File: src/rtl/counter_pkg.sv
// rtl/counter_pkg.sv - shared types and defaults for the counter run controller
//
// Purpose: run-controller FSM state encoding and default geometry.
// Ports: none (package).
package counter_pkg;

  typedef enum logic [1:0] {
    IDLE = 2'd0,
    LOAD = 2'd1,
    RUN  = 2'd2,
    DONE = 2'd3
  } state_t;

  localparam int DEF_WIDTH = 8;
  localparam int DEF_NREQ  = 2;

endpackage

File: src/rtl/rr_arbiter.sv
// rtl/rr_arbiter.sv - combinational round-robin pick among requesters
//
// Purpose: choose one requester, searching upward from the slot after
//          the last one served and wrapping modulo NREQ.
// Ports:
//   req      in  NREQ  request vector
//   last     in  LW    index of the requester served last
//   win      out NREQ  one-hot winner, zero when no request
//   win_idx  out LW    index of the winner (don't-care when win is zero)
module rr_arbiter #(
  parameter int NREQ = 2,
  parameter int LW   = (NREQ > 1) ? $clog2(NREQ) : 1
) (
  input  logic [NREQ-1:0] req,
  input  logic [LW-1:0]   last,
  output logic [NREQ-1:0] win,
  output logic [LW-1:0]   win_idx
);

  logic          found;
  logic [LW-1:0] idx;

  // k runs 1..NREQ so the last-served requester is considered last.
  always_comb begin
    win     = '0;
    win_idx = '0;
    found   = 1'b0;
    idx     = '0;
    for (int k = 1; k <= NREQ; k++) begin
      idx = LW'((int'(last) + k) % NREQ);
      if (!found && req[idx]) begin
        win[idx] = 1'b1;
        win_idx  = idx;
        found    = 1'b1;
      end
    end
  end

endmodule

File: src/rtl/counter_run_ctrl.sv
// rtl/counter_run_ctrl.sv - round-robin owner of a shared up-counter with wrap detection
//
// Purpose: grants the counter to one requester at a time, loads its start
//          value, increments count_len times, then pulses done to the owner
//          together with a sticky wrap flag.
// Ports:
//   clk        in  1           rising-edge clock
//   r          in  1           synchronous active-low reset
//   req        in  NREQ        level run request per requester
//   start_val  in  NREQ*WIDTH  start value, slice i = [i*WIDTH +: WIDTH]
//   count_len  in  NREQ*WIDTH  increment count, same slicing
//   gnt        out NREQ        one-hot owner, LOAD through DONE
//   busy       out 1           any state other than IDLE
//   cnt        out WIDTH       counter value
//   done       out NREQ        one-cycle pulse to owner at end of run
//   overflow   out 1           run wrapped max->0; held until next LOAD
module counter_run_ctrl
  import counter_pkg::*;
#(
  parameter int WIDTH = DEF_WIDTH,
  parameter int NREQ  = DEF_NREQ
) (
  input  logic                  clk,
  input  logic                  r,
  input  logic [NREQ-1:0]       req,
  input  logic [NREQ*WIDTH-1:0] start_val,
  input  logic [NREQ*WIDTH-1:0] count_len,
  output logic [NREQ-1:0]       gnt,
  output logic                  busy,
  output logic [WIDTH-1:0]      cnt,
  output logic [NREQ-1:0]       done,
  output logic                  overflow
);

  localparam int LW = (NREQ > 1) ? $clog2(NREQ) : 1;

  state_t            state, next_state;
  logic [NREQ-1:0]   gnt_q;
  logic [LW-1:0]     gidx_q;
  logic [LW-1:0]     last_q;
  logic [WIDTH-1:0]  cnt_q;
  logic [WIDTH-1:0]  rem_q;
  logic              ovf_q;

  logic [NREQ-1:0]   win;
  logic [LW-1:0]     win_idx;
  logic [WIDTH-1:0]  sel_start;
  logic [WIDTH-1:0]  sel_len;

  rr_arbiter #(.NREQ(NREQ), .LW(LW)) u_arb (
    .req     (req),
    .last    (last_q),
    .win     (win),
    .win_idx (win_idx)
  );

  // Owner's operands, selected by the registered grant index.
  assign sel_start = WIDTH'(start_val >> (int'(gidx_q) * WIDTH));
  assign sel_len   = WIDTH'(count_len >> (int'(gidx_q) * WIDTH));

  always_ff @(posedge clk) begin
    if (!r) begin
      state <= IDLE;
    end else begin
      state <= next_state;
    end
  end

  always_comb begin
    next_state = state;
    busy       = 1'b1;
    done       = '0;
    case (state)
      IDLE: begin
        busy = 1'b0;
        if (|req) next_state = LOAD;
      end
      LOAD: begin
        next_state = (sel_len == '0) ? DONE : RUN;
      end
      RUN: begin
        // rem_q counts the increment happening at this edge.
        if (rem_q == WIDTH'(1)) next_state = DONE;
      end
      DONE: begin
        done       = gnt_q;
        next_state = IDLE;
      end
      default: next_state = IDLE;
    endcase
  end

  always_ff @(posedge clk) begin
    if (!r) begin
      gnt_q  <= '0;
      gidx_q <= '0;
      last_q <= LW'(NREQ - 1);
      cnt_q  <= '0;
      rem_q  <= '0;
      ovf_q  <= 1'b0;
    end else begin
      case (state)
        IDLE: begin
          if (|req) begin
            gnt_q  <= win;
            gidx_q <= win_idx;
          end
        end
        LOAD: begin
          cnt_q <= sel_start;
          rem_q <= sel_len;
          ovf_q <= 1'b0;
        end
        RUN: begin
          cnt_q <= cnt_q + WIDTH'(1);
          rem_q <= rem_q - WIDTH'(1);
          // Wrap is seen on the FF->00 step only; sticky for the run.
          if (cnt_q == '1) ovf_q <= 1'b1;
        end
        DONE: begin
          gnt_q  <= '0;
          last_q <= gidx_q;
        end
        default: ;
      endcase
    end
  end

  assign gnt      = gnt_q;
  assign cnt      = cnt_q;
  assign overflow = ovf_q;

endmodule

File: config.mk
export PLATFORM = sky130hd
export DESIGN_NAME = counter_run_ctrl
export DESIGN_NICKNAME = d
export VERILOG_FILES = /design/src/rtl/counter_pkg.sv /design/src/rtl/rr_arbiter.sv /design/src/rtl/counter_run_ctrl.sv
export SDC_FILE = /design/constraint.sdc
export NUM_CORES = 1
export LEC_CHECK = 0
export BUFFER_PORTS_ARGS = -buffer_cell sky130_fd_sc_hd__buf_2
export CORE_ASPECT_RATIO = 1.75
export CORE_MARGIN = 2
export CORE_UTILIZATION = 40
export DETAILED_ROUTE_END_ITERATION = 10
export PLACE_DENSITY_LB_ADDON = 0.05
export SLEW_MARGIN = 0
export SYNTH_ARGS = -nofsm -noshare
export SYNTH_HDL_FRONTEND = slang
export SYNTH_SLANG_ARGS = --single-unit
File: constraint.sdc
create_clock -name clk -period 2.1 [get_ports clk]
set_input_delay 0.315 -clock clk [delete_from_list [all_inputs] [get_ports clk]]
set_output_delay 0.315 -clock clk [all_outputs]
set_load 0.02 [all_outputs]
==> results of run 1 <==
-- logic make-up (layout without fill, tap and decap cells) --
logic type	after synthesis	count (layout)	share of synthesized area
mux	18	18	0.118
fa+ha+maj	8	8	0.0632
flops	23	23	0.291
buf+inv	19	69	0.0529
simple gates	72	72	0.250
compound gates	55	55	0.225
-- power by group --
group          internal (mW)  switching [mW]  total, mW
clock network          0.133           0.148      0.280
registers              0.606           0.193      0.799
logic                  0.599           0.774       1.37
total                   1.34            1.11       2.45
-- flip-flops by register name (all words and copies together), names as in the netlist --
register  flops
cnt           8
rem_q         8
gnt           2
state         2
gidx_q        1
last_q        1
overflow      1
-- cells in the mapped netlist (3+ instances only) --
master    number  area share
mux2i_1       15       0.095
nand2b_1       5       0.020
a211oi_1       3       0.014
a21oi_1       13       0.041
nand2_1       20       0.047
nand3_1        4       0.013
inv_1          8       0.019
o22ai_1        4       0.016
a22oi_1        6       0.028
clkbuf_1       5       0.012
nor3_1         5       0.016
and2_1         4       0.016
and3_1         3       0.012
nor2_1        12       0.028
ha_1           8       0.063
o21ai_0       15       0.047
dfxtp_1       23        0.29
nor2b_1        3       0.012
nor4_1         3       0.012
-- layout make-up --
class | instances | area (um^2) | area share
repair buffers | 56 | 298 | 0.154
well taps | 48 | 60.1 | 0.0310
inverters | 9 | 33.8 | 0.0174
clock inverters | 1 | 5.00 | 0.00258
clock buffers | 3 | 41.3 | 0.0213
multi-input cells | 153 | 1040 | 0.536
flip-flops and latches | 23 | 460 | 0.238
-- per-layer routing --
layer | GRT usage | part of all wire
met5 | 0 | 0
met4 | 0.0646 | 0.0073
met3 | 0.0155 | 0.029
met2 | 0.396 | 0.56
met1 | 0.233 | 0.40
-- worst register-to-register path, cell delays in order, from the launching register on --
cell	delay, ns
dfxtp_1	0.42
inv_1	0.12
ha_1	0.64
buf_4	0.26
a21oi_1	0.08
a31o_2	0.22
-- path summary, 6_finish.rpt --
path | from | endpoint | slack [ns]
worst max-delay path | state[0]$_SDFFE_PN0P_ | rem_q[6]$_SDFFE_PN0P_ | 0.25
worst min register to register | last_q$_SDFFE_PN1P_ | last_q$_SDFFE_PN1P_ | 0.52
worst min-delay path | r | last_q$_SDFFE_PN1P_ | 0.29
worst max register to register | state[0]$_SDFFE_PN0P_ | rem_q[6]$_SDFFE_PN0P_ | 0.25
==> results.py, run 1 <==
metrics = {
    "status": {
        "outcome": "complete, no violations",
    },
    "synth": {
        "netlist_area_mm2": 0.00158,
        "synth-seq-area-share": 0.291,
        "synth_ff_type": "dfxtp_1",
        "async_reset_ff_frac": 0,
        "syn_nets": 239,
        "synth-seq-cells": 23,
        "syn_inst": 195,
        "ys_types": 47,
        "ys_warn_count": 0,
        "synth_edf_count": 0,
        "postSynthAreaPerCell_um2": 8.12,
    },
    "drt": {
        "drtAntennaViolNets": 0,
        "wirelength_um": 4240,
        "drt-initial-drc-count": 32,
        "viasPerCell": 5.53,
        "drc": 0,
        "firstDrtPassIters": 4,
        "routedWlPerCell_um": 14.5,
        "num_vias": 1620,
    },
    "finish": {
        "final_cell_mix": "49 x buf_2, 23 x dfxtp_1, 20 x nand2_1, 15 x o21ai_0, 15 x mux2i_1",
        "synthToLayoutAreaGrowth_pct": 22.4,
        "fillerInstances": 400,
        "nets": 290,
        "diodes": 0,
        "layout-drive-gt1-share": 0.294,
        "stdcell_count": 293,
        "layout_commonest_cell": "buf_2",
        "fin_area_mm2": 0.00194,
        "final_util": 0.506,
    },
    "pwr": {
        "p_total_mw": 2.45,
        "leakagePower_nw": 0.811,
        "ir_worst_vdd_mv": 1.01,
        "powerDensity_mw_per_mm2": 1270,
    },
    "clock_tree": {
        "cts-htree-levels": 1,
        "clk_pin_slew_ns": 0.08,
        "cts_tree": "done",
        "clk_path_buf_depth": 2,
        "cts_buffers": 3,
        "cts_resized": 0,
        "post_cts_buffers": 0,
        "clock_sinks": 23,
        "ctsHoldBuffers": 0,
        "cts_root_buffer": "clkbuf_8",
        "clock_latency_ns": 0.26,
    },
    "timing": {
        "fmax_ghz": 0.541,
        "whs_ns": 0.291,
        "min_period_ns": 1.85,
        "final_max_slew_viol_count": 0,
        "setup_viol": 0,
        "rsz0062_at_grt": "false",
        "fin_setup_tns_ns": 0,
        "worst_pin_slew_ns": 0.526,
        "skew_ns": 0.00170,
        "fin_ws_ns": 0.251,
        "min_period_over_period": 0.880,
        "relSlewSlack": 0.649,
        "report.final.hold_viol_count": 0,
    },
    "hold_path": {
        "min_path_type": "input port to flip-flop",
        "hold_depth": 2,
    },
    "setup_path": {
        "setup.worst_path.start_class": "flip-flop",
        "cp.required_ns": 2.26,
        "critPathBufInv": 2,
        "cp_max_fo": 18,
        "path_cells": "inv_1 -> ha_1 -> buf_4 -> a21oi_1 -> a31o_2",
        "path_depth": 5,
        "criticalPathCategory": "flip-flop to flip-flop",
        "rr_worst_depth": 5,
        "max_stage_delay_ns": 0.64,
        "arrival_ns": 2.01,
        "end_kind": "flip-flop",
        "critPathTopFamily": "adder cells",
        "crit_slowest_cell": "ha_1",
    },
    "global_routing": {
        "grt_max_degree": 19,
        "grt_pass1_vias": 1597,
        "antenna_found_initial": 0,
        "grt-ovfl-total": 0,
        "grt_pass1_wl_um": 7130,
        "track_usage": 0.207,
    },
    "floorplanning": {
        "io_pins": 50,
        "core_area_mm2": 0.00383,
        "die_area_mm2": 0.00450,
        "dieHeight_um": 87.2,
        "initial_core_util": 0.414,
        "chipWidth_um": 51.6,
        "num_rows": 30,
    },
    "place": {
        "dpl_worst_slack_ns": 0.306,
        "dpl_cell_area_mm2": 0.00189,
        "gp_congestion": 0.853,
        "placed_cells": 289,
        "hpwlAfterDp_um": 3300,
        "port_buffers": 49,
    },
    "job": {
        "max_cap_viol_count": 0,
    },
}
Note: power is estimated with default switching activity, not from simulation.
==> run 2: changes to the inputs <==
CORE_UTILIZATION = 54   (was 40)
clock period = 2.4 ns   (was 2.1 ns; I/O delays follow)
==> results.py, run 2 (synthesis results as in run 1) <==
metrics = {
    "timing": {
        "min_period_ns": 1.95,
        "rsz0062_at_grt": "false",
        "report.final.hold_viol_count": 0,
        "fin_setup_tns_ns": 0,
        "final_max_slew_viol_count": 0,
        "fmax_ghz": 0.513,
        "worst_pin_slew_ns": 0.710,
        "skew_ns": 0.00305,
        "min_period_over_period": 0.812,
        "relSlewSlack": 0.526,
        "setup_viol": 0,
    },
    "finish": {
        "fillerInstances": 266,
        "final_cell_mix": "49 x buf_2, 23 x dfxtp_1, 20 x nand2_1, 15 x o21ai_0, 15 x mux2i_1",
        "layout_commonest_cell": "buf_2",
        "diodes": 0,
        "layout-drive-gt1-share": 0.284,
        "fin_area_mm2": 0.00190,
        "synthToLayoutAreaGrowth_pct": 19.7,
        "nets": 288,
    },
    "job": {
        "max_cap_viol_count": 0,
    },
    "drt": {
        "viasPerCell": 6.07,
        "top_layer": "met4",
        "met2_length_um": 2140,
        "firstDrtPassIters": 4,
        "drt-met1-wl_um": 1620,
        "drt-initial-drc-count": 55,
        "num_vias": 1645,
        "drtAntennaViolNets": 0,
        "routedWlPerCell_um": 14.9,
        "wirelength_um": 4030,
        "drc": 0,
        "route.met3.wl_um": 220,
    },
    "setup_path": {
        "critPathBufInv": 1,
        "critPathTopFamily": "adder cells",
        "cp.required_ns": 2.54,
        "crit_slowest_cell": "ha_1",
        "max_stage_delay_ns": 0.76,
        "setup.worst_path.start_class": "flip-flop",
        "path_cells": "inv_1 -> ha_1 -> a21bo_2 -> a22oi_1 -> nor2_1",
        "cp_max_fo": 26,
        "end_kind": "flip-flop",
        "arrival_ns": 2.09,
        "criticalPathCategory": "flip-flop to flip-flop",
    },
    "global_routing": {
        "grt_pass1_vias": 1478,
        "grt_pass1_wl_um": 6270,
        "antenna_found_initial": 0,
        "grt_max_degree": 27,
        "grt-ovfl-total": 0,
        "track_usage": 0.243,
    },
    "place": {
        "dpl_cell_area_mm2": 0.00185,
        "port_buffers": 49,
        "gp_congestion": 0.815,
        "hpwlAfterDp_um": 3030,
    },
    "status": {
        "outcome": "complete, no violations",
    },
    "clock_tree": {
        "cts_buffers": 3,
        "post_cts_buffers": 0,
        "cts_tree": "done",
        "cts-htree-levels": 1,
        "cts_root_buffer": "clkbuf_8",
        "clock_sinks": 23,
        "cts_resized": 0,
        "clock_latency_ns": 0.26,
        "ctsHoldBuffers": 0,
        "clk_pin_slew_ns": 0.08,
        "clk_path_buf_depth": 2,
    },
    "floorplanning": {
        "chipWidth_um": 44.9,
        "io_pins": 50,
        "core_area_mm2": 0.00286,
        "die_area_mm2": 0.00340,
        "initial_core_util": 0.553,
        "dieHeight_um": 75.6,
        "num_rows": 26,
    },
    "hold_path": {
        "min_path_type": "input port to flip-flop",
    },
    "pwr": {
        "powerDensity_mw_per_mm2": 1120,
        "ir_worst_vdd_mv": 0.556,
        "leakagePower_nw": 0.797,
    },
}
run 2: final cells by class:
class	count	area, um^2	share of cell area
multi-input cells	153	1040	0.548
flip-flops and latches	23	460	0.243
repair buffers	54	283	0.149
clock buffers	4	45.0	0.0237
well taps	28	35.0	0.0185
inverters	9	33.8	0.0178
run 2: worst paths after layout:
| check | from | end | slack (ns) | depth (start not counted) |
|---|---|---|---|---|
| max | state[0]$_SDFFE_PN0P_ | rem_q[4]$_SDFFE_PN0P_ | 0.45 | 5 |
| max reg2reg | state[0]$_SDFFE_PN0P_ | rem_q[4]$_SDFFE_PN0P_ | 0.45 | 5 |
| min reg2reg | gnt[0]$_SDFFE_PN0P_ | gnt[0]$_SDFFE_PN0P_ | 0.52 | 2 |
| min | r | last_q$_SDFFE_PN1P_ | 0.32 | 2 |
run 2: per-stage QoR:
stage	setup WS (ns)	hold slack, ns	cells	power (mW)	utilization
CTS	0.475	0.314	271	2.13	0.663
detailed placement	0.497	0.503	267	1.87	0.647
floorplan	0.680	0.422	195	1.55	-
finish	0.452	0.316	271	2.12	0.663
global placement	0.542	0.488	267	1.83	0.647
global route	0.303	0.321	271	2.30	0.663
run 2: power by group:
group	leakage, nW	switching, mW	total (mW)	internal, mW
combinational	0.585	0.657	1.17	0.510
clock	0.0228	0.124	0.243	0.119
sequential	0.189	0.180	0.711	0.531
run 2: layer usage:
metal / GRT usage / vias to the layer above
met5: 0 / -
met4: 0.0980 / 0
li1: - / 808
met1: 0.283 / 770
met3: 0.0308 / 6
met2: 0.437 / 61
==> run 3: changes to the inputs <==
ABC_AREA = 1   (was not set)
CORE_UTILIZATION = 46   (was 54)
clock period = 1.6 ns   (was 2.4 ns; I/O delays follow)
==> results.py, run 3 <==
metrics = {
    "clock_tree": {
        "cts_buffers": 3,
        "clk_pin_slew_ns": 0.08,
        "clock_sinks": 23,
        "cts-htree-levels": 1,
        "clock_latency_ns": 0.26,
        "cts_root_buffer": "clkbuf_8",
        "clk_path_buf_depth": 2,
        "cts_tree": "done",
    },
    "synth": {
        "synth_ff_type": "dfxtp_1",
        "synth-seq-area-share": 0.283,
        "synth_edf_count": 0,
        "synthMuxAreaShare": 0,
        "synthTopCellsByArea": "dfxtp_1 28%, nand2_1 14%, a21oi_1 7.4%",
        "ys_warn_count": 0,
        "syn_nets": 303,
        "synth_compound_area_frac": 0.214,
        "syn_inst": 259,
        "postSynthAreaPerCell_um2": 6.29,
        "ys_types": 30,
        "yosys.area_share.simple": 0.322,
        "async_reset_ff_frac": 0,
        "synth-xor-area-share": 0.0108,
        "synth-seq-cells": 23,
        "synth-adder-area-share": 0.0614,
        "synth_most_common_cell": "nand2_1",
        "synthDominantCellAreaShare": 0.283,
        "synth_top_family_by_area": "simple AND/OR/NAND/NOR gates",
        "netlist_area_mm2": 0.00163,
        "ys_top_cells_by_count": "62 x nand2_1, 29 x nor2_1, 26 x inv_1",
        "yosys.area.top_type": "dfxtp_1",
    },
    "timing": {
        "relSlewSlack": 0.695,
        "worst_pin_slew_ns": 0.456,
        "skew_ns": 0.00278,
        "min_period_over_period": 0.908,
        "fin_setup_tns_ns": 0,
        "report.final.hold_viol_count": 0,
        "rsz0062_at_grt": "false",
        "fmax_ghz": 0.688,
        "final_max_slew_viol_count": 0,
        "setup_viol": 0,
        "min_period_ns": 1.45,
    },
    "finish": {
        "final_util": 0.583,
        "multi_input_area_um2": 991,
        "layout-drive-gt1-share": 0.229,
        "regArea_um2": 460,
        "fillerInstances": 368,
        "final_cell_mix": "62 x nand2_1, 49 x buf_2, 29 x nor2_1, 25 x inv_1, 24 x a21oi_1",
        "nets": 355,
        "layout_commonest_cell": "nand2_1",
        "synthToLayoutAreaGrowth_pct": 21.6,
        "diodes": 0,
    },
    "drt": {
        "viasPerCell": 5.06,
        "drc": 0,
        "drtAntennaViolNets": 0,
        "drt-initial-drc-count": 56,
        "routedWlPerCell_um": 12.0,
        "num_vias": 1795,
        "wirelength_um": 4250,
        "firstDrtPassIters": 4,
    },
    "global_routing": {
        "grt_pass1_vias": 1671,
        "grt-ovfl-total": 0,
        "track_usage": 0.228,
        "antenna_found_initial": 0,
        "grt_pass1_wl_um": 7190,
        "grtUsageMet2": 0.458,
        "grt_max_degree": 20,
        "grt_use_met1": 0.248,
        "met3_usage": 0.0216,
        "gr-max-usage-layer": "met2",
    },
    "job": {
        "max_cap_viol_count": 0,
    },
    "place": {
        "port_buffers": 49,
        "gp_congestion": 0.847,
        "hpwlAfterDp_um": 3300,
    },
    "pwr": {
        "ir_worst_vdd_mv": 1.40,
        "leakagePower_nw": 0.992,
        "p_total_mw": 3.64,
        "powerDensity_mw_per_mm2": 1840,
    },
    "setup_path": {
        "cp_max_fo": 4,
        "arrival_ns": 1.21,
        "cp.required_ns": 1.36,
        "r2r_setup_slack_ns": 0.16,
        "setup.worst_path.start_class": "flip-flop",
        "end_kind": "output pin",
        "criticalPathCategory": "flip-flop to output pin",
    },
    "floorplanning": {
        "dieHeight_um": 82.7,
        "core_area_mm2": 0.00340,
        "die_area_mm2": 0.00405,
        "io_pins": 50,
        "chipWidth_um": 49.0,
        "initial_core_util": 0.479,
        "num_rows": 28,
    },
    "hold_path": {
        "min_path_type": "input port to flip-flop",
    },
    "status": {
        "outcome": "complete, no violations",
    },
}
run 3: cell count changes in the layout (fill, tap and decap cells not counted), moves of 5 or more:
cell	before	now
inv_1	8	25
nor2_1	12	29
nand2_1	20	62
a22oi_1	6	0
nand3_1	4	21
nand2b_1	5	0
a21oi_1	13	24
mux2i_1	15	0
run 3: path summary, 6_finish.rpt:
check	from	cells past startpoint	end
setup / recovery	state[0]$_SDFFE_PN0P_	5	done[0]
hold / removal	start_val[8]	3	cnt[0]$_SDFFE_PN0P_
setup reg to reg	state[1]$_SDFFE_PN0P_	7	rem_q[6]$_SDFFE_PN0P_
hold reg to reg	overflow$_SDFFE_PN0P_	2	overflow$_SDFFE_PN0P_
run 3: cell families after synthesis:
| kind of cell | count (synthesis) |
|---|---|
| XOR/XNOR | 2 |
| buffers and inverters | 40 |
| AND/OR/NAND/NOR | 124 |
| flip-flops | 23 |
| adder cells (fa/ha/maj) | 8 |
| AO/OA/AOI/OAI | 62 |
run 3: layout make-up:
cell class,count,share of cell area
clock buffer,4,0.0227
inverter,29,0.0562
multi-input combinational,196,0.500
sequential,23,0.232
tap,45,0.0284
timing repair buffer,58,0.160
run 3: stage by stage:
stage	cells	setup slack, ns	area [um^2]	hold WS, ns
6_report	355	0.147	1980	0.270
5_1_grt	355	0.00758	1980	0.288
4_1_cts	355	0.103	1980	0.278
3_5_place_dp	351	0.134	1930	0.460
3_3_place_gp	351	0.156	1930	0.453
2_1_floorplan	259	0.190	1630	0.422
run 3: timing repair:
| item | in CTS | in global routing |
|---|---|---|
| gates resized for setup | 0 | 2 |
| hold buffers | 0 | 0 |
| setup buffers | 0 | 0 |
| setup endpoints to repair | 0 | 3 |
run 3: critical path, stage by stage, from the launching register on:
cell	delay, ns
dfxtp_1	0.32
buf_4	0.14
ha_1	0.23
nand2_1	0.09
inv_1	0.04
buf_2	0.14
run 3: where the power goes:
group	switching, mW	internal, mW
Combinational	1.39	0.884
Clock	0.186	0.178
Sequential	0.221	0.784
Total	1.80	1.85
run 3: metal layers:
layer,vias up,share of wire
met4,0,0.011
met1,812,0.42
met2,26,0.55
met5,-,0
li1,953,-
met3,4,0.019
